[src/rtl/bus_params_pkg.sv]
// Address and data widths shared by the memory-side interconnect.
package bus_params_pkg;
   localparam int unsigned BUS_AW = 32;
   localparam int unsigned BUS_DW = 32;
endpackage

[src/rtl/ibex_mem_arb_pkg.sv]
// Shared types and the host-select function for the ibex_mem_arb memory arbiter.
package ibex_mem_arb_pkg;
   localparam int unsigned MAX_HOSTS = 8;

   typedef logic [2:0] host_id_t;

   // First requester at or after ptr, searching cyclically over MAX_HOSTS slots.
   // Callers zero the slots above N_HOST, which makes this a mod-N_HOST search.
   function automatic host_id_t arb_pick(input logic [MAX_HOSTS-1:0] req, input host_id_t ptr);
      host_id_t idx;
      host_id_t pick;
      pick = ptr;
      for (int i = MAX_HOSTS - 1; i >= 0; i--) begin
         idx = ptr + host_id_t'(i);
         if (req[idx]) pick = idx;
      end
      return pick;
   endfunction
endpackage

[src/rtl/ibex_mem_arb_id_fifo.sv]
// In-order FIFO of host IDs: one entry per granted transaction still awaiting its rvalid.
module ibex_mem_arb_id_fifo
   import ibex_mem_arb_pkg::*;
#(
   parameter int unsigned DEPTH = 4,
   localparam int unsigned PTR_W = (DEPTH > 1) ? $clog2(DEPTH) : 1,
   localparam int unsigned CNT_W = $clog2(DEPTH) + 1
) (
   input  logic             clk_i,
   input  logic             rst_ni,
   input  logic             push_i,
   input  host_id_t         push_id_i,
   input  logic             pop_i,
   output host_id_t         head_o,
   output logic             full_o,
   output logic             empty_o,
   output logic [CNT_W-1:0] count_o
);
   host_id_t         mem_q [DEPTH];
   logic [PTR_W-1:0] wptr_q, rptr_q;
   logic [CNT_W-1:0] count_q;
   logic             do_push, do_pop;

   function automatic logic [PTR_W-1:0] ptr_inc(input logic [PTR_W-1:0] p);
      return (p == PTR_W'(DEPTH - 1)) ? '0 : p + PTR_W'(1);
   endfunction

   assign full_o  = (count_q == CNT_W'(DEPTH));
   assign empty_o = (count_q == '0);
   assign count_o = count_q;
   assign head_o  = mem_q[rptr_q];
   assign do_push = push_i & ~full_o;
   assign do_pop  = pop_i & ~empty_o;

   always_ff @(posedge clk_i or negedge rst_ni) begin
      if (!rst_ni) begin
         wptr_q  <= '0;
         rptr_q  <= '0;
         count_q <= '0;
      end else begin
         if (do_push) wptr_q <= ptr_inc(wptr_q);
         if (do_pop)  rptr_q <= ptr_inc(rptr_q);
         if (do_push && !do_pop) begin
            count_q <= count_q + CNT_W'(1);
         end else if (do_pop && !do_push) begin
            count_q <= count_q - CNT_W'(1);
         end
      end
   end

   always_ff @(posedge clk_i) begin
      if (do_push) mem_q[wptr_q] <= push_id_i;
   end
endmodule

[src/rtl/ibex_mem_arb.sv]
// N_HOST-to-1 req/gnt/rvalid memory arbiter; responses are routed back in grant order.
// Define IBEX_MEM_ARB_RR_EN for round-robin selection; otherwise fixed priority, host 0 highest.
module ibex_mem_arb
   import ibex_mem_arb_pkg::*;
#(
   parameter int unsigned N_HOST          = 2,
   parameter int unsigned ADDR_WIDTH      = bus_params_pkg::BUS_AW,
   parameter int unsigned DATA_WIDTH      = bus_params_pkg::BUS_DW,
   parameter int unsigned MAX_OUTSTANDING = 4
) (
   input  logic                           clk_i,
   input  logic                           rst_ni,
   input  logic [N_HOST-1:0]              host_req_i,
   output logic [N_HOST-1:0]              host_gnt_o,
   input  logic [N_HOST*ADDR_WIDTH-1:0]   host_addr_i,
   input  logic [N_HOST-1:0]              host_we_i,
   input  logic [N_HOST*DATA_WIDTH/8-1:0] host_be_i,
   input  logic [N_HOST*DATA_WIDTH-1:0]   host_wdata_i,
   output logic [N_HOST-1:0]              host_rvalid_o,
   output logic [DATA_WIDTH-1:0]          host_rdata_o,
   output logic                           mem_req_o,
   output logic [ADDR_WIDTH-1:0]          mem_addr_o,
   output logic                           mem_we_o,
   output logic [DATA_WIDTH/8-1:0]        mem_be_o,
   output logic [DATA_WIDTH-1:0]          mem_wdata_o,
   input  logic                           mem_gnt_i,
   input  logic                           mem_rvalid_i,
   input  logic [DATA_WIDTH-1:0]          mem_rdata_i
);
   localparam int unsigned BE_W  = DATA_WIDTH / 8;
   localparam int unsigned CNT_W = $clog2(MAX_OUTSTANDING) + 1;

   logic [MAX_HOSTS-1:0] req_ext;
   host_id_t             pick, sel, mux_idx, head;
   host_id_t             lock_idx_q, lock_idx_d;
   logic                 locked_q, locked_d;
   logic                 fifo_full, fifo_empty, grant, pop;
   logic [CNT_W-1:0]     fifo_count;

   always_comb begin
      req_ext = '0;
      req_ext[N_HOST-1:0] = host_req_i;
   end

`ifdef IBEX_MEM_ARB_RR_EN
   host_id_t rr_ptr_q;

   always_ff @(posedge clk_i or negedge rst_ni) begin
      if (!rst_ni) begin
         rr_ptr_q <= '0;
      end else if (grant) begin
         rr_ptr_q <= (sel == host_id_t'(N_HOST - 1)) ? '0 : sel + host_id_t'(1);
      end
   end

   assign pick = arb_pick(req_ext, rr_ptr_q);
`else
   assign pick = arb_pick(req_ext, host_id_t'(0));
`endif

   // A stalled request keeps the port until memory accepts it.
   assign sel       = locked_q ? lock_idx_q : pick;
   assign mem_req_o = rst_ni & ~fifo_full & req_ext[sel];
   assign grant     = mem_req_o & mem_gnt_i;
   assign pop       = rst_ni & mem_rvalid_i & ~fifo_empty;

   assign host_rdata_o = mem_rdata_i;

   always_comb begin
      mux_idx     = rst_ni ? sel : host_id_t'(0);
      mem_addr_o  = host_addr_i[ADDR_WIDTH-1:0];
      mem_we_o    = host_we_i[0];
      mem_be_o    = host_be_i[BE_W-1:0];
      mem_wdata_o = host_wdata_i[DATA_WIDTH-1:0];
      for (int i = 1; i < N_HOST; i++) begin
         if (mux_idx == host_id_t'(i)) begin
            mem_addr_o  = host_addr_i[i*ADDR_WIDTH +: ADDR_WIDTH];
            mem_we_o    = host_we_i[i];
            mem_be_o    = host_be_i[i*BE_W +: BE_W];
            mem_wdata_o = host_wdata_i[i*DATA_WIDTH +: DATA_WIDTH];
         end
      end
   end

   always_comb begin
      host_gnt_o    = '0;
      host_rvalid_o = '0;
      for (int i = 0; i < N_HOST; i++) begin
         if (sel == host_id_t'(i))  host_gnt_o[i]    = grant;
         if (head == host_id_t'(i)) host_rvalid_o[i] = pop;
      end
   end

   // Lock survives a full FIFO: mem_req_o drops but the selection stays frozen.
   always_comb begin
      locked_d   = locked_q;
      lock_idx_d = lock_idx_q;
      if (grant) begin
         locked_d = 1'b0;
      end else if (mem_req_o) begin
         locked_d   = 1'b1;
         lock_idx_d = sel;
      end
   end

   always_ff @(posedge clk_i or negedge rst_ni) begin
      if (!rst_ni) begin
         locked_q   <= 1'b0;
         lock_idx_q <= '0;
      end else begin
         locked_q   <= locked_d;
         lock_idx_q <= lock_idx_d;
      end
   end

   ibex_mem_arb_id_fifo #(
      .DEPTH (MAX_OUTSTANDING)
   ) u_id_fifo (
      .clk_i     (clk_i),
      .rst_ni    (rst_ni),
      .push_i    (grant),
      .push_id_i (sel),
      .pop_i     (pop),
      .head_o    (head),
      .full_o    (fifo_full),
      .empty_o   (fifo_empty),
      .count_o   (fifo_count)
   );

`ifndef SYNTHESIS
   rvalid_with_outstanding_a : assert property (
      @(posedge clk_i) disable iff (!rst_ni) mem_rvalid_i |-> !fifo_empty)
      else $warning("ibex_mem_arb: rvalid with no outstanding grant, response dropped");

   count_in_range_a : assert property (
      @(posedge clk_i) disable iff (!rst_ni) fifo_count <= CNT_W'(MAX_OUTSTANDING));
`endif
endmodule

[config.mk]
export PLATFORM = sky130hd
export DESIGN_NAME = ibex_mem_arb
export DESIGN_NICKNAME = d
export VERILOG_FILES = /design/src/rtl/bus_params_pkg.sv /design/src/rtl/ibex_mem_arb_pkg.sv /design/src/rtl/ibex_mem_arb_id_fifo.sv /design/src/rtl/ibex_mem_arb.sv
export SDC_FILE = /design/constraint.sdc
export NUM_CORES = 1
export LEC_CHECK = 0
export ABC_CLOCK_PERIOD_IN_PS = 5830
export BUFFER_PORTS_ARGS = -buffer_cell sky130_fd_sc_hd__buf_2
export CORE_AREA = 2 2 109 111
export CTS_BUF_LIST = sky130_fd_sc_hd__clkbuf_4 sky130_fd_sc_hd__clkbuf_8
export DETAILED_ROUTE_END_ITERATION = 10
export DIE_AREA = 0 0 111 113
export PLACE_DENSITY_LB_ADDON = 0.08
export SYNTH_ARGS = -nofsm -noshare
export SYNTH_HDL_FRONTEND = slang
export SYNTH_HIERARCHICAL = 1
export SYNTH_SLANG_ARGS = --single-unit
[constraint.sdc]
create_clock -name clk_i -period 5.83 [get_ports clk_i]
set_input_delay 0.583 -clock clk_i [delete_from_list [all_inputs] [get_ports clk_i]]
set_output_delay 0.583 -clock clk_i [all_outputs]
set_load 0.01 [all_outputs]
== After elaboration in Yosys (flattened, before gate mapping) ==
Memories as Yosys holds them, arrays and structs flattened.
Index checks and enable logic that the tools add are counted.
W data, S select, Z words.

* Add/sub/neg operators: 4
* $lt $le $gt $ge: 1
* Equality and inequality tests: 6
* Multiplexer cells: 22
* Bitwise operators: 10
* Reduce and logical (&&, ||, !) cells: 10

{| class="wikitable"
|+ Operator list
! operator !! count
|-
| $mux W32 || 2
|-
| $mux W3 || 5
|-
| $mux W1 || 11
|-
| $eq A3 B1 Y1 const B || 3
|-
| $logic_not A3 Y1 || 3
|-
| $and A1 B1 Y1 || 7
|-
| $add A2 B1 Y2 const B || 2
|-
| $eq A2 B2 Y1 const B || 2
|-
| $lt A3 B4 Y1 const B || 1
|-
| $mux W2 || 2
|-
| $mux W4 || 1
|-
| $reduce_bool A2 Y1 || 2
|-
| $add A3 B1 Y3 const B || 1
|-
| $bmux W1 S3 || 1
|-
| $eq A3 B3 Y1 const B || 1
|-
| $not A1 Y1 || 3
|-
| $sub A3 B1 Y3 const B || 1
|-
| $logic_and A1 B1 Y1 || 2
|-
| $logic_not A1 Y1 || 2
|-
| $reduce_and A2 Y1 || 1
|}

* Bits in registers: 11
* RAM bits: 12
* Input bits: 176
* Output and inout port bits: 106
* Logic and storage cells: 59
* Memories: 1

{| class="wikitable"
|+ Memory list
! name !! words !! width !! rd ports !! clocked after Yosys merged registers in !! write ports !! line !! source
|-
| u_id_fifo.mem_q || 4 || 3 || 1 || 0 || 1 || ibex_mem_arb_id_fifo.sv:19 || <nowiki>host_id_t mem_q [DEPTH];</nowiki>
|}

== Logic depth before layout (Yosys ltp) ==
Gate-level depths: netlist (run 1).

* Word-level depth: 12
* Mapped depth: 13
* Depth with buffers taken out: 12

== Hierarchy ==
Netlist (run 1), hierarchy kept.

{| class="wikitable"
|+ Modules (own cells, without submodules)
! module !! instances !! cells each !! area each (sq um) !! seq. area each (sq um)
|-
| ibex_mem_arb || 1 || 145 || 1401.3 || 100.1
|-
| ibex_mem_arb_id_fifo || 1 || 52 || 898.4 || 535.5
|}

== Least setup slack after synthesis (run 1) ==
OpenSTA, ideal clock, no wires.

* Path type: reg2reg
* From: register u_id_fifo.count_q[2] (netlist: u_id_fifo/count_o[2])
* To: register u_id_fifo.count_q[2] (netlist: u_id_fifo/count_o[2])
* Library setup time: 79 ps
* Data arrival time: 2425 ps
* Data required time: 5751 ps
* Slack: 3326 ps
* Stages on the path, launching flop included: 14
* Buffers on the path: 1
* Clock period less this slack: 2504 ps
* Cell sequence: dfrtp_1 > nor3b_4 > nand2b_1 > a311oi_1 > nand3_1 > inv_1 > nor2b_2 > buf_6 > ha_1 > inv_1 > fa_1 > xor2_1 > nor2_1 > xor2_1

* Longest elaborated chain between the ends: 9
* Elaborated cells on any way between the ends: 19
* Those cells by class: 2 x add/sub; 1 x eq/ne; 2 x mux; 8 x bitwise; 6 x reduce/logical

{| class="wikitable"
|+ RTL lines
! item !! line !! source
|-
| start: declaration || ibex_mem_arb_id_fifo.sv:21 || <nowiki>logic [CNT_W-1:0] count_q;</nowiki>
|-
| start signal: assignment || ibex_mem_arb_id_fifo.sv:44 || <nowiki>count_q <= count_q + CNT_W'(1);</nowiki>
|-
| start signal: assignment || ibex_mem_arb_id_fifo.sv:46 || <nowiki>count_q <= count_q - CNT_W'(1);</nowiki>
|-
| $eq A3 B3 Y1 (*) || ibex_mem_arb_id_fifo.sv:28 || <nowiki>assign full_o = (count_q == CNT_W'(DEPTH));</nowiki>
|-
| net fifo_full || ibex_mem_arb.sv:37 || <nowiki>logic fifo_full, fifo_empty, grant, pop;</nowiki>
|-
| $not A1 Y1 (*) || ibex_mem_arb.sv:63 || <nowiki>assign mem_req_o = rst_ni & ~fifo_full & req_ext[sel];</nowiki>
|-
| $and A1 B1 Y1 (*) (2 in a row) || ibex_mem_arb.sv:63 ||
|-
| $and A1 B1 Y1 (*) || ibex_mem_arb.sv:64 || <nowiki>assign grant = mem_req_o & mem_gnt_i;</nowiki>
|-
| net grant || ibex_mem_arb.sv:37 ||
|-
| $and A1 B1 Y1 (*) || ibex_mem_arb_id_fifo.sv:32 || <nowiki>assign do_push = push_i & ~full_o;</nowiki>
|-
| net u_id_fifo.do_push || ibex_mem_arb_id_fifo.sv:22 || <nowiki>logic do_push, do_pop;</nowiki>
|-
| $logic_not A1 Y1 || ibex_mem_arb_id_fifo.sv:45 || <nowiki>end else if (do_pop && !do_push) begin</nowiki>
|-
| $logic_and A1 B1 Y1 || ibex_mem_arb_id_fifo.sv:45 ||
|-
| $reduce_bool A2 Y1 (no source line) || - ||
|}

Mark *: on every way through the listed nets, which the timed path passes. The rest lies on a longest branch. The select of a mux whose other input is x is not followed.
A chain may end at the register's enable or synchronous reset.

== Final worst setup path (run 1) ==
* From: register locked_q
* To: output mem_wdata_o[18]

* Longest elaborated chain between the ends: 4

{| class="wikitable"
|+ RTL lines
! item !! line !! source
|-
| start: declaration || ibex_mem_arb.sv:36 || <nowiki>logic locked_q, locked_d;</nowiki>
|-
| start signal: assignment || ibex_mem_arb.sv:111 || <nowiki>locked_q <= locked_d;</nowiki>
|-
| $mux W3 || ibex_mem_arb.sv:62 || <nowiki>assign sel = locked_q ? lock_idx_q : pick;</nowiki>
|-
| $mux W3 || ibex_mem_arb.sv:70 || <nowiki>mux_idx = rst_ni ? sel : host_id_t'(0);</nowiki>
|-
| $eq A3 B1 Y1 || ibex_mem_arb.sv:76 || <nowiki>if (mux_idx == host_id_t'(i)) begin</nowiki>
|-
| $mux W32 || ibex_mem_arb.sv:76 ||
|-
| end: declaration || ibex_mem_arb.sv:25 || <nowiki>output logic [DATA_WIDTH-1:0] mem_wdata_o,</nowiki>
|}

No other way between the ends.

==> qor.csv, run 1 <==
stage,metric,value,unit
worst_setup_path,crit_path_start_kind,flip-flop,
synth,yosys.area_share.simple,10.23,%
synth,syn_area,0.002300,mm²
synth,muxShareOfSynthArea,41.13,%
route,ant_nets,0,
sta,post-route-period-util,58.74,%
sta,grt_setup_unrepaired,no,
clock_network,cts_hold_buf,0,
finish,syn_to_final_growth,44.12,%
placed_design,io_buffers,217,
sta,relSlewSlack,32.90,%
power_and_ir_drop,swShare,39.58,%
global_route,grt_remaining_overflow,0,
power_and_ir_drop,total_power,0.9751,mW
hold_path,hold_path_class,in -> async,
power_and_ir_drop,pwr-share-comb,62.1,%
synth,synth-xor-area-share,1.143,%
synth,synth_top_family_by_area,multiplexers,
clock_network,cts_resized,0,
sta,slew_violations,0,
power_and_ir_drop,pwr-share-seq,27.4,%
power_and_ir_drop,peakVddDrop,102.7,µV
synth,synthArstFlopShare,47.83,%
power_and_ir_drop,internal_power,0.5892,mW
synth,ys_ff_latch,23,
sta,worst_slew_pin_slew,1.007,ns
route,wl,10210,µm
route,vias,2150,
finish,final_layout_size_suffix_gt1_share,81.96,%
synth,synth-main-ff-cell,edfxtp_1,
synth,avgSynthCellArea,11.67,µm²
sta,tns,0,ns
synth,synth_compound_area_share,1.523,%
global_route,grt_pass1_wl,13990,µm
route,drt-initial-drc-count,61,
sta,finalSetupViolations,0,
floorplanning,pin_count,282,
finish,register_area,635.6,µm²
sta,final_hold_viol_count,0,
worst_setup_path,required,5.25,ns
clock_network,cts_setup_buffers,0,
worst_setup_path,critPathArrivalTime,2.84,ns
global_route,gr-usage-all-layers,15.12,%
floorplanning,core,0.01127,mm²
power_and_ir_drop,power_density,294.2,mW/mm²
synth,synth_fa_ha_area_share,4.135,%
clock_network,cts_tree,built,
synth,synth_edf_count,12,
power_and_ir_drop,p_switching,0.3860,mW
placed_design,gp_congestion,0.7312,
clock_network,h-tree-depth,1,
synth,yosys_warnings,6,
global_route,antenna_found_initial,4,
floorplanning,die_y,113,µm
power_and_ir_drop,leakagePower,1.711,nW
power_and_ir_drop,clkPwrFrac,10.5,%
worst_setup_path,critPathMaxFanout,69,
clock_network,cts.sinks,23,
global_route,grt_max_degree,70,
finish,nFillCells,1226,
sta,fmax,292.0,MHz
finish,mostFrequentLayoutCells,"217 x buf_2, 62 x mux2_2, 12 x mux2_4, 12 x edfxtp_1, 11 x dfrtp_1",
sta,skew,0.005221,ns
route,vias_per_cell,4.119,
global_route,grt_pass1_vias,2246,
synth,synth_area_leaders,"mux2_2 30%, edfxtp_1 16%, dfrtp_1 12%",
finish,num-nets-final,561,
route,drc,0,
synth,synth_cell_types,33,
synth,netlist.area_leader.share,30.36,%
clock_network,clkTransAtPathRegs,0.09,ns
finish,final_common_cell,buf_2,
clock_network,numCtsBuffers,3,
synth,yosys.area.top_type,mux2_2,
synth,netlist_instances,197,
finish,multi_input_area,0.001338,mm²
run_status,status,"complete, no violations",
floorplanning,initial_core_util,20.40,%
floorplanning,die_area,0.01254,mm²
worst_setup_path,crit_path_end_kind,primary output,
run,maxCapViolCount,0,
clock_network,root_buffer,clkbuf_8,
clock_network,clock_latency,0.26,ns
route,dr.pass1.iters,4,
synth,yosysSeqAreaShare,27.64,%
placed_design,dp_hpwl,9117,µm
worst_setup_path,critPathKind,reg -> out,
sta,min_period,3.425,ns
floorplanning,die_x,111,µm
clock_network,clock_path_buffers,2,
route,wire_per_inst,19.57,µm
synth,syn_nets,380,
floorplanning,row_count,39,
## layout make-up
class,instances,share of cell area [%]
sequential,23,19.18
clock buffer,3,1.246
clock inverter,1,0.2265
multi-input combinational,127,40.35
timing repair buffer,217,32.77
inverter,6,0.6795
tap,143,5.398
antenna,2,0.1510
## kinds of logic after synthesis
logic type,after synthesis
AO/OA/AOI/OAI,5
XOR/XNOR,3
adder cells (fa/ha/maj),7
buffers and inverters,47
flip-flops,23
multiplexers,77
AND/OR/NAND/NOR,35
## cell usage after synthesis, types with 3 or more instances
cell and instances:
mux2_4 12, nor3_1 3, nor2_1 8, mux4_2 3, and2_1 4, and2_2 4, dfrtp_1 11, buf_4 32
nand2_1 3, ha_1 6, buf_2 6, inv_1 6, buf_6 3, edfxtp_1 12, mux2_2 62
## per-layer routing
metal | track usage (%) | part of all wire, % | routed length, µm | up-vias
li1 | - | - | - | 1027
met1 | 19.82 | 43 | 4438 | 952
met2 | 21.47 | 41 | 4167 | 139
met3 | 7.231 | 12 | 1237 | 28
met4 | 5.833 | 3.3 | 342 | 4
met5 | 0 | 0.26 | 27 | -
## state kept, by name (all words and copies together), names as in the netlist
signal,flops
u_id_fifo/wptr_q,2
locked_q,1
u_id_fifo/rptr_q,2
u_id_fifo/mem_q,12
u_id_fifo/count_o,3
lock_idx_q,3
## power groups by stage
stage	logic [mW]	clock network [mW]	registers, mW
2_1_floorplan	0.440	0	0.255
3_3_place_gp	0.617	0	0.274
3_5_place_dp	0.615	0	0.273
4_1_cts	0.619	0.108	0.269
5_1_grt	0.663	0.116	0.277
6_report	0.606	0.102	0.267
## through the flow
step | instances | worst slack, ns | instance area, µm² | utilization (%) | hold WS (ns)
2_1_floorplan | 197 | 3.326 | 2300 | - | 0.2874
3_3_place_gp | 516 | 2.437 | 3261 | 28.93 | 0.5057
3_5_place_dp | 516 | 2.426 | 3261 | 28.93 | 0.5044
4_1_cts | 520 | 2.330 | 3309 | 29.36 | 0.2211
5_1_grt | 520 | 2.205 | 3309 | 29.36 | 0.2190
6_report | 522 | 2.405 | 3314 | 29.40 | 0.2184
## critical path: stages, from the launching register on
cell,delay [ns]
dfrtp_1,0.47
or3b_4,0.43
o21ai_2,0.10
nand3b_4,0.73
mux2_2,0.64
buf_2,0.16
## worst paths after layout
check                                                 start                                to  slack [ns]  cells past startpoint
max                                    locked_q$_DFFE_PN0P_                   mem_wdata_o[18]        2.41                      5
min                                                  rst_ni         lock_idx_q[2]$_DFFE_PN0P_        0.22                      1
max reg2reg                u_id_fifo/count_o[2]$_DFFE_PN0P_  u_id_fifo/count_o[2]$_DFFE_PN0P_        3.01                     12
min reg2reg                u_id_fifo/count_o[2]$_DFFE_PN0P_  u_id_fifo/count_o[2]$_DFFE_PN0P_        0.52                      1
max in group asynchronous                            rst_ni   u_id_fifo/rptr_q[1]$_DFFE_PN0P_        5.33                      1
min in group clk_i         u_id_fifo/count_o[2]$_DFFE_PN0P_  u_id_fifo/count_o[2]$_DFFE_PN0P_        0.52                      1
No activity file was read; power rests on OpenSTA's default activity.
==> inputs of run 2 (changes only) <==
Settings changed: ABC_AREA from default to 1, ABC_CLOCK_PERIOD_IN_PS 5830 to 2800.
Clock period 5.83 ns to 2.8 ns, I/O delays scaled along.
==> qor.csv, run 2 <==
stage,metric,value,unit
sta,min_period,2.564,ns
finish,syn_to_final_growth,34.75,%
finish,n_antenna_cell,0,
sta,tns,0,ns
floorplanning,initial_core_util,24.21,%
finish,final_layout_size_suffix_gt1_share,50.70,%
synth,synth-main-ff-cell,edfxtp_1,
floorplanning,die_y,113,µm
finish,num-nets-final,756,
power_and_ir_drop,peakVddDrop,407.0,µV
worst_setup_path,critPathMaxFanout,138,
power_and_ir_drop,power_density,517.7,mW/mm²
synth,synthMostInstantiatedCell,nand2_1,
global_route,grt_max_degree,139,
synth,syn_area,0.002729,mm²
route,vias_per_cell,4.003,
synth,synth_cell_types,24,
finish,largest-register,u_id_fifo/mem_q,
floorplanning,pin_count,282,
global_route,grt_pass1_vias,2741,
route,drt-initial-drc-count,193,
route,drc,0,
sta,finalSetupViolations,0,
synth,netlist.area_leader.share,19.58,%
clock_network,cts_tree,built,
sta,grt_setup_unrepaired,no,
global_route,antenna_found_initial,1,
global_route,grt_pass1_wl,16260,µm
clock_network,root_buffer,clkbuf_8,
worst_setup_path,crit_path_start_kind,input port,
clock_network,numCtsBuffers,3,
sta,skew,0.01112,ns
global_route,grt_remaining_overflow,0,
sta,worst_slew_pin_slew,0.6832,ns
synth,syn_nets,579,
run_status,status,"complete, no violations",
clock_network,cts.sinks,23,
clock_network,cts_resized,0,
run,maxCapViolCount,0,
synth,synth_edf_count,12,
sta,final_hold_viol_count,0,
synth,netlist_instances,396,
floorplanning,core,0.01127,mm²
clock_network,clkTransAtPathRegs,0.08,ns
placed_design,io_buffers,217,
finish,mostFrequentLayoutCells,"217 x buf_2, 108 x nand2_1, 103 x inv_1, 61 x o21ai_2, 12 x edfxtp_1",
floorplanning,row_count,39,
sta,relSlewSlack,54.45,%
clock_network,clock_path_buffers,2,
synth,yosysSeqAreaShare,23.29,%
synth,synthArstFlopShare,47.83,%
clock_network,h-tree-depth,1,
global_route,gr-usage-all-layers,16.74,%
synth,synth_area_leaders,"o21ai_2 20%, nand2_1 15%, inv_1 14%",
placed_design,dpl.cell_count,710,
placed_design,dp_hpwl,9695,µm
synth,avgSynthCellArea,6.891,µm²
worst_setup_path,critPathArrivalTime,2.28,ns
sta,slew_violations,0,
synth,yosys.area.top_type,o21ai_2,
synth,yosys_warnings,6,
sta,fmax,390.0,MHz
sta,post-route-period-util,91.56,%
route,ant_nets,0,
worst_setup_path,critPathKind,in -> out,
route,wl,11180,µm
worst_setup_path,required,2.52,ns
power_and_ir_drop,leakagePower,2.353,nW
clock_network,clock_latency,0.27,ns
route,wire_per_inst,15.64,µm
finish,final_cells,715,
hold_path,hold_path_class,in -> reg,
synth,ys_ff_latch,23,
route,dr.pass1.iters,4,
placed_design,gp_congestion,0.8687,
floorplanning,die_area,0.01254,mm²
floorplanning,die_x,111,µm
synth,yosys-top-cells-count,"108 x nand2_1, 103 x inv_1, 61 x o21ai_2, 33 x buf_4, 14 x buf_6",
worst_setup_path,crit_path_end_kind,primary output,
finish,final_common_cell,buf_2,
route,vias,2862,
finish,largest_register_ffs,12,
## run 2: cell families (layout without fill, tap and decap cells)
| family | count (synthesis) | count (layout) | share of synthesized area (%) |
|---|---|---|---|
| AO/OA/AOI/OAI | 77 | 77 | 23.06 |
| flip-flops | 23 | 23 | 23.29 |
| buffers and inverters | 152 | 328 | 29.30 |
| AND/OR/NAND/NOR | 136 | 136 | 20.54 |
| adder cells (fa/ha/maj) | 7 | 7 | 3.485 |
| XOR/XNOR | 1 | 1 | 0.3210 |
## run 2: power breakdown
group / internal [mW] / switching [mW]
logic: 0.447 / 0.716
clock network: 0.0993 / 0.109
registers: 0.434 / 0.0983
## run 2: timing repair
action / CTS / global route
setup buffers: 0 / 0
hold buffers: 1 / 0
endpoints found under the hold margin: 11 / 0
## run 2: worst max-delay path, stage by stage
cell	delay [ns]
dlygate4sd3_1	0.53
buf_2	0.12
buf_4	0.19
nand4_4	0.11
buf_12	0.50
nand2_1	0.15
o21ai_2	0.10
buf_2	0.20
## run 2: path summary, 6_finish.rpt
kind	startpoint	endpoint	depth (start not counted)	slack, ns
max	rst_ni	mem_addr_o[1]	8	0.24
min	mem_gnt_i	lock_idx_q[0]$_DFFE_PN0P_	4	0.33
max reg2reg	locked_q$_DFFE_PN0P_	u_id_fifo/count_o[2]$_DFFE_PN0P_	14	0.29
min reg2reg	lock_idx_q[1]$_DFFE_PN0P_	lock_idx_q[1]$_DFFE_PN0P_	2	0.48
max in group asynchronous	rst_ni	lock_idx_q[0]$_DFFE_PN0P_	3	2.14
min in group asynchronous	rst_ni	u_id_fifo/count_o[1]$_DFFE_PN0P_	3	0.48
## run 2: cell type report
| class | instances | area, µm² |
|---|---|---|
| inverters | 104 | 390.4 |
| clock buffers | 3 | 41.29 |
| repair buffers | 220 | 1124 |
| well taps | 143 | 178.9 |
| multi-input cells | 221 | 1303 |
| clock inverters | 1 | 5.005 |
| fillers | 1265 | 7595 |
| flip-flops and latches | 23 | 635.6 |
## run 2: metal layers
layer	vias to the layer above	routed length (µm)	track usage [%]
met5	-	13	0
met4	2	101	2.667
met3	18	1283	7.552
met2	132	4876	25.44
met1	1196	4906	22.38
li1	1514	-	-
## run 2: through the flow
step           area, µm²  hold slack (ns)  total power, mW  utilization [%]  worst slack (ns)
2_1_floorplan       2729         -0.01559            1.359                -            0.5700
3_3_place_gp        3621           0.2465            1.710            32.12            0.3646
3_5_place_dp        3621           0.2477            1.714            32.12            0.2862
4_1_cts             3677           0.3211            1.934            32.62            0.2359
5_1_grt             3677           0.3507            2.100            32.62           0.09246
6_report            3677           0.3294            1.904            32.62            0.2362
==> inputs of run 3 (changes only) <==
Settings changed: CORE_AREA 2 2 109 111 to 2 2 110 112, DIE_AREA 0 0 111 113 to 0 0 112 114, SYNTH_HIERARCHICAL 1 to default.
==> qor.csv, run 3 <==
stage,metric,value,unit
global_route,grt_remaining_overflow,0,
run_status,status,"complete, no violations",
hold_path,whs_endpoint,u_id_fifo.wptr_q[1]$_DFFE_PN0P_,
finish,num-nets-final,738,
worst_setup_path,cpMaxStageDelayCell,dlygate4sd3_1,
synth,syn_nets,558,
finish,nFillCells,1357,
hold_path,holdPathStages,3,
route,dr.pass1.iters,4,
sta,worst_slew_pin_slew,0.4087,ns
finish,final_common_cell,buf_2,
clock_network,numCtsBuffers,3,
finish,syn_to_final_growth,37.64,%
power_and_ir_drop,power_density,518.6,mW/mm²
worst_setup_path,worstRegToRegCells,9,
synth,synth-xor-area-share,0.6645,%
floorplanning,core,0.01171,mm²
synth,yosys-top-cells-count,"96 x nand2_1, 92 x inv_1, 61 x o21ai_2, 33 x buf_4, 16 x nor2_1",
placed_design,gp_congestion,0.7490,
worst_setup_path,critPathKind,in -> out,
power_and_ir_drop,leakagePower,2.268,nW
clock_network,cts.sinks,23,
worst_setup_path,r2r_slack,0.49,ns
sta,final_hold_viol_count,0,
synth,syn_area,0.002636,mm²
synth,yosys_warnings,0,
clock_network,clkTransAtPathRegs,0.09,ns
worst_setup_path,critPathMaxFanout,80,
route,drt-initial-drc-count,114,
global_route,grt_pass1_vias,2680,
placed_design,dp_hpwl,8835,µm
synth,synth_cell_types,25,
synth,synth_compound_area_share,24.02,%
synth,yosys.area.top_type,o21ai_2,
global_route,grt_max_degree,81,
run,maxCapViolCount,0,
hold_path,hold_path_class,in -> reg,
floorplanning,pin_count,282,
finish,mostFrequentLayoutCells,"217 x buf_2, 96 x nand2_1, 92 x inv_1, 61 x o21ai_2, 16 x nor2_1",
worst_setup_path,crit_path_max_incr_delay,0.52,ns
sta,slew_violations,0,
floorplanning,die_area,0.01277,mm²
synth,muxShareOfSynthArea,0.4271,%
synth,ys_ff_latch,23,
route,vias,2796,
finish,final_layout_size_suffix_gt1_share,52.53,%
power_and_ir_drop,peakVddDrop,435.2,µV
worst_setup_path,r2r_end,u_id_fifo.count_o[1]$_DFFE_PN0P_,
sta,finalSetupViolations,0,
floorplanning,initial_core_util,22.51,%
synth,synth_edf_count,12,
worst_setup_path,crit_path_start_kind,input port,
synth,synth_area_leaders,"o21ai_2 20%, edfxtp_1 14%, nand2_1 14%",
route,wire_per_inst,14.55,µm
hold_path,hold_start,mem_gnt_i,
sta,fmax,396.6,MHz
finish,n_antenna_cell,0,
sta,relSlewSlack,72.75,%
clock_network,h-tree-depth,1,
sta,min_period,2.522,ns
synth,netlist_instances,375,
sta,holdWs,0.3053,ns
floorplanning,die_x,112,µm
route,drc,0,
worst_setup_path,r2r_start,locked_q$_DFFE_PN0P_,
clock_network,cts_tree,built,
worst_setup_path,critPathArrivalTime,2.24,ns
floorplanning,row_count,40,
synth,synthArstFlopShare,47.83,%
clock_network,root_buffer,clkbuf_8,
synth,avgSynthCellArea,7.030,µm²
worst_setup_path,cp_common_cell,buf_2,
finish,largest-register,u_id_fifo.mem_q,
global_route,grt_pass1_wl,14750,µm
worst_setup_path,crit_path_end_kind,primary output,
synth,yosysSeqAreaShare,24.11,%
placed_design,io_buffers,217,
global_route,antenna_found_initial,0,
route,ant_nets,0,
synth,synthMostInstantiatedCell,nand2_1,
synth,synth_fa_ha_area_share,3.607,%
clock_network,clock_latency,0.27,ns
global_route,gr-usage-all-layers,14.80,%
route,vias_per_cell,3.989,
route,wl,10200,µm
synth,synth-main-ff-cell,edfxtp_1,
synth,synth_top_family_by_area,buffers and inverters,
finish,largest_register_ffs,12,
sta,tns,0,ns
sta,post-route-period-util,90.06,%
floorplanning,die_y,114,µm
synth,netlist.area_leader.share,20.27,%
sta,grt_setup_unrepaired,no,
sta,skew,0.008026,ns
worst_setup_path,required,2.52,ns
worst_setup_path,path_cells,"dlygate4sd3_1, buf_2, buf_4, nand4_4, buf_12, o21ai_0, buf_2",
power_and_ir_drop,total_power,1.882,mW
clock_network,clock_path_buffers,2,
synth,yosys.area_share.simple,18.98,%
clock_network,cts_resized,0,
run 3: layer usage:
layer / share of wire [%] / global-route usage (%)
met1: 42 / 19.35
met2: 44 / 22.87
met3: 14 / 7.864
met4: 0.39 / 0.8943
met5: 0 / 0
run 3: through the flow:
stage | area [µm²] | setup WS (ns) | std cells | utilization [%]
floorplan | 2636 | 0.6331 | 375 | -
global placement | 3572 | 0.5616 | 696 | 30.50
detailed placement | 3572 | 0.5200 | 696 | 30.50
CTS | 3628 | 0.2190 | 701 | 30.98
global route | 3628 | 0.07953 | 701 | 30.98
finish | 3628 | 0.2784 | 701 | 30.98
run 3: report_power, final:
group	switching [mW]	internal (mW)	leakage, nW
Sequential	0.0884	0.439	0.238
Combinational	0.680	0.465	2.00
Clock	0.110	0.0994	0.0255
Total	0.879	1.00	2.27
run 3: what timing repair did:
action | 4_1_cts | 5_1_grt
hold buffers | 1 | 0
setup buffers | 0 | 0
endpoints found under the hold margin | 6 | 0
endpoints found under the setup margin | 0 | 0
run 3: worst max-delay path, delay by kind of cell:
family                 cells  cell delay (ns)
AOI/OAI and AO/OA          1             0.35
and+or+nand+nor            1             0.14
buffers and inverters      5             1.40
run 3: worst max-delay path by stage:
| stage | from | slack [ns] | cells past startpoint | end |
|---|---|---|---|---|
| CTS | rst_ni | 0.22 | 7 | mem_wdata_o[31] |
| global placement | host_req_i[0] | 0.56 | 8 | mem_wdata_o[31] |
| finish | rst_ni | 0.28 | 7 | mem_wdata_o[31] |
| global route | rst_ni | 0.08 | 7 | mem_wdata_o[31] |
| floorplan | locked_q$_DFFE_PN0P_ | 0.63 | 9 | u_id_fifo.count_o[1]$_DFFE_PN0P_ |
| detailed placement | locked_q$_DFFE_PN0P_ | 0.52 | 12 | u_id_fifo.count_o[2]$_DFFE_PN0P_ |
run 3: logic make-up (layout without fill, tap and decap cells):
| kind of cell | count (synthesis) | count (layout) |
|---|---|---|
| AOI/OAI and AO/OA | 79 | 79 |
| xor gates and xnor gates | 2 | 2 |
| adders and majority gates | 7 | 7 |
| buffers and inverters | 139 | 318 |
| DFF | 23 | 23 |
| muxes | 1 | 1 |
| and+or+nand+nor | 124 | 124 |
run 3: area by class of cell:
| cell class | instances | area (µm²) | share of cell area (%) |
|---|---|---|---|
| tap | 147 | 183.9 | 5.069 |
| inverter | 92 | 345.3 | 9.517 |
| sequential | 23 | 635.6 | 17.52 |
| timing repair buffer | 222 | 1151 | 31.72 |
| clock buffer | 3 | 41.29 | 1.138 |
| clock inverter | 1 | 5.005 | 0.1379 |
| multi-input combinational | 213 | 1266 | 34.90 |
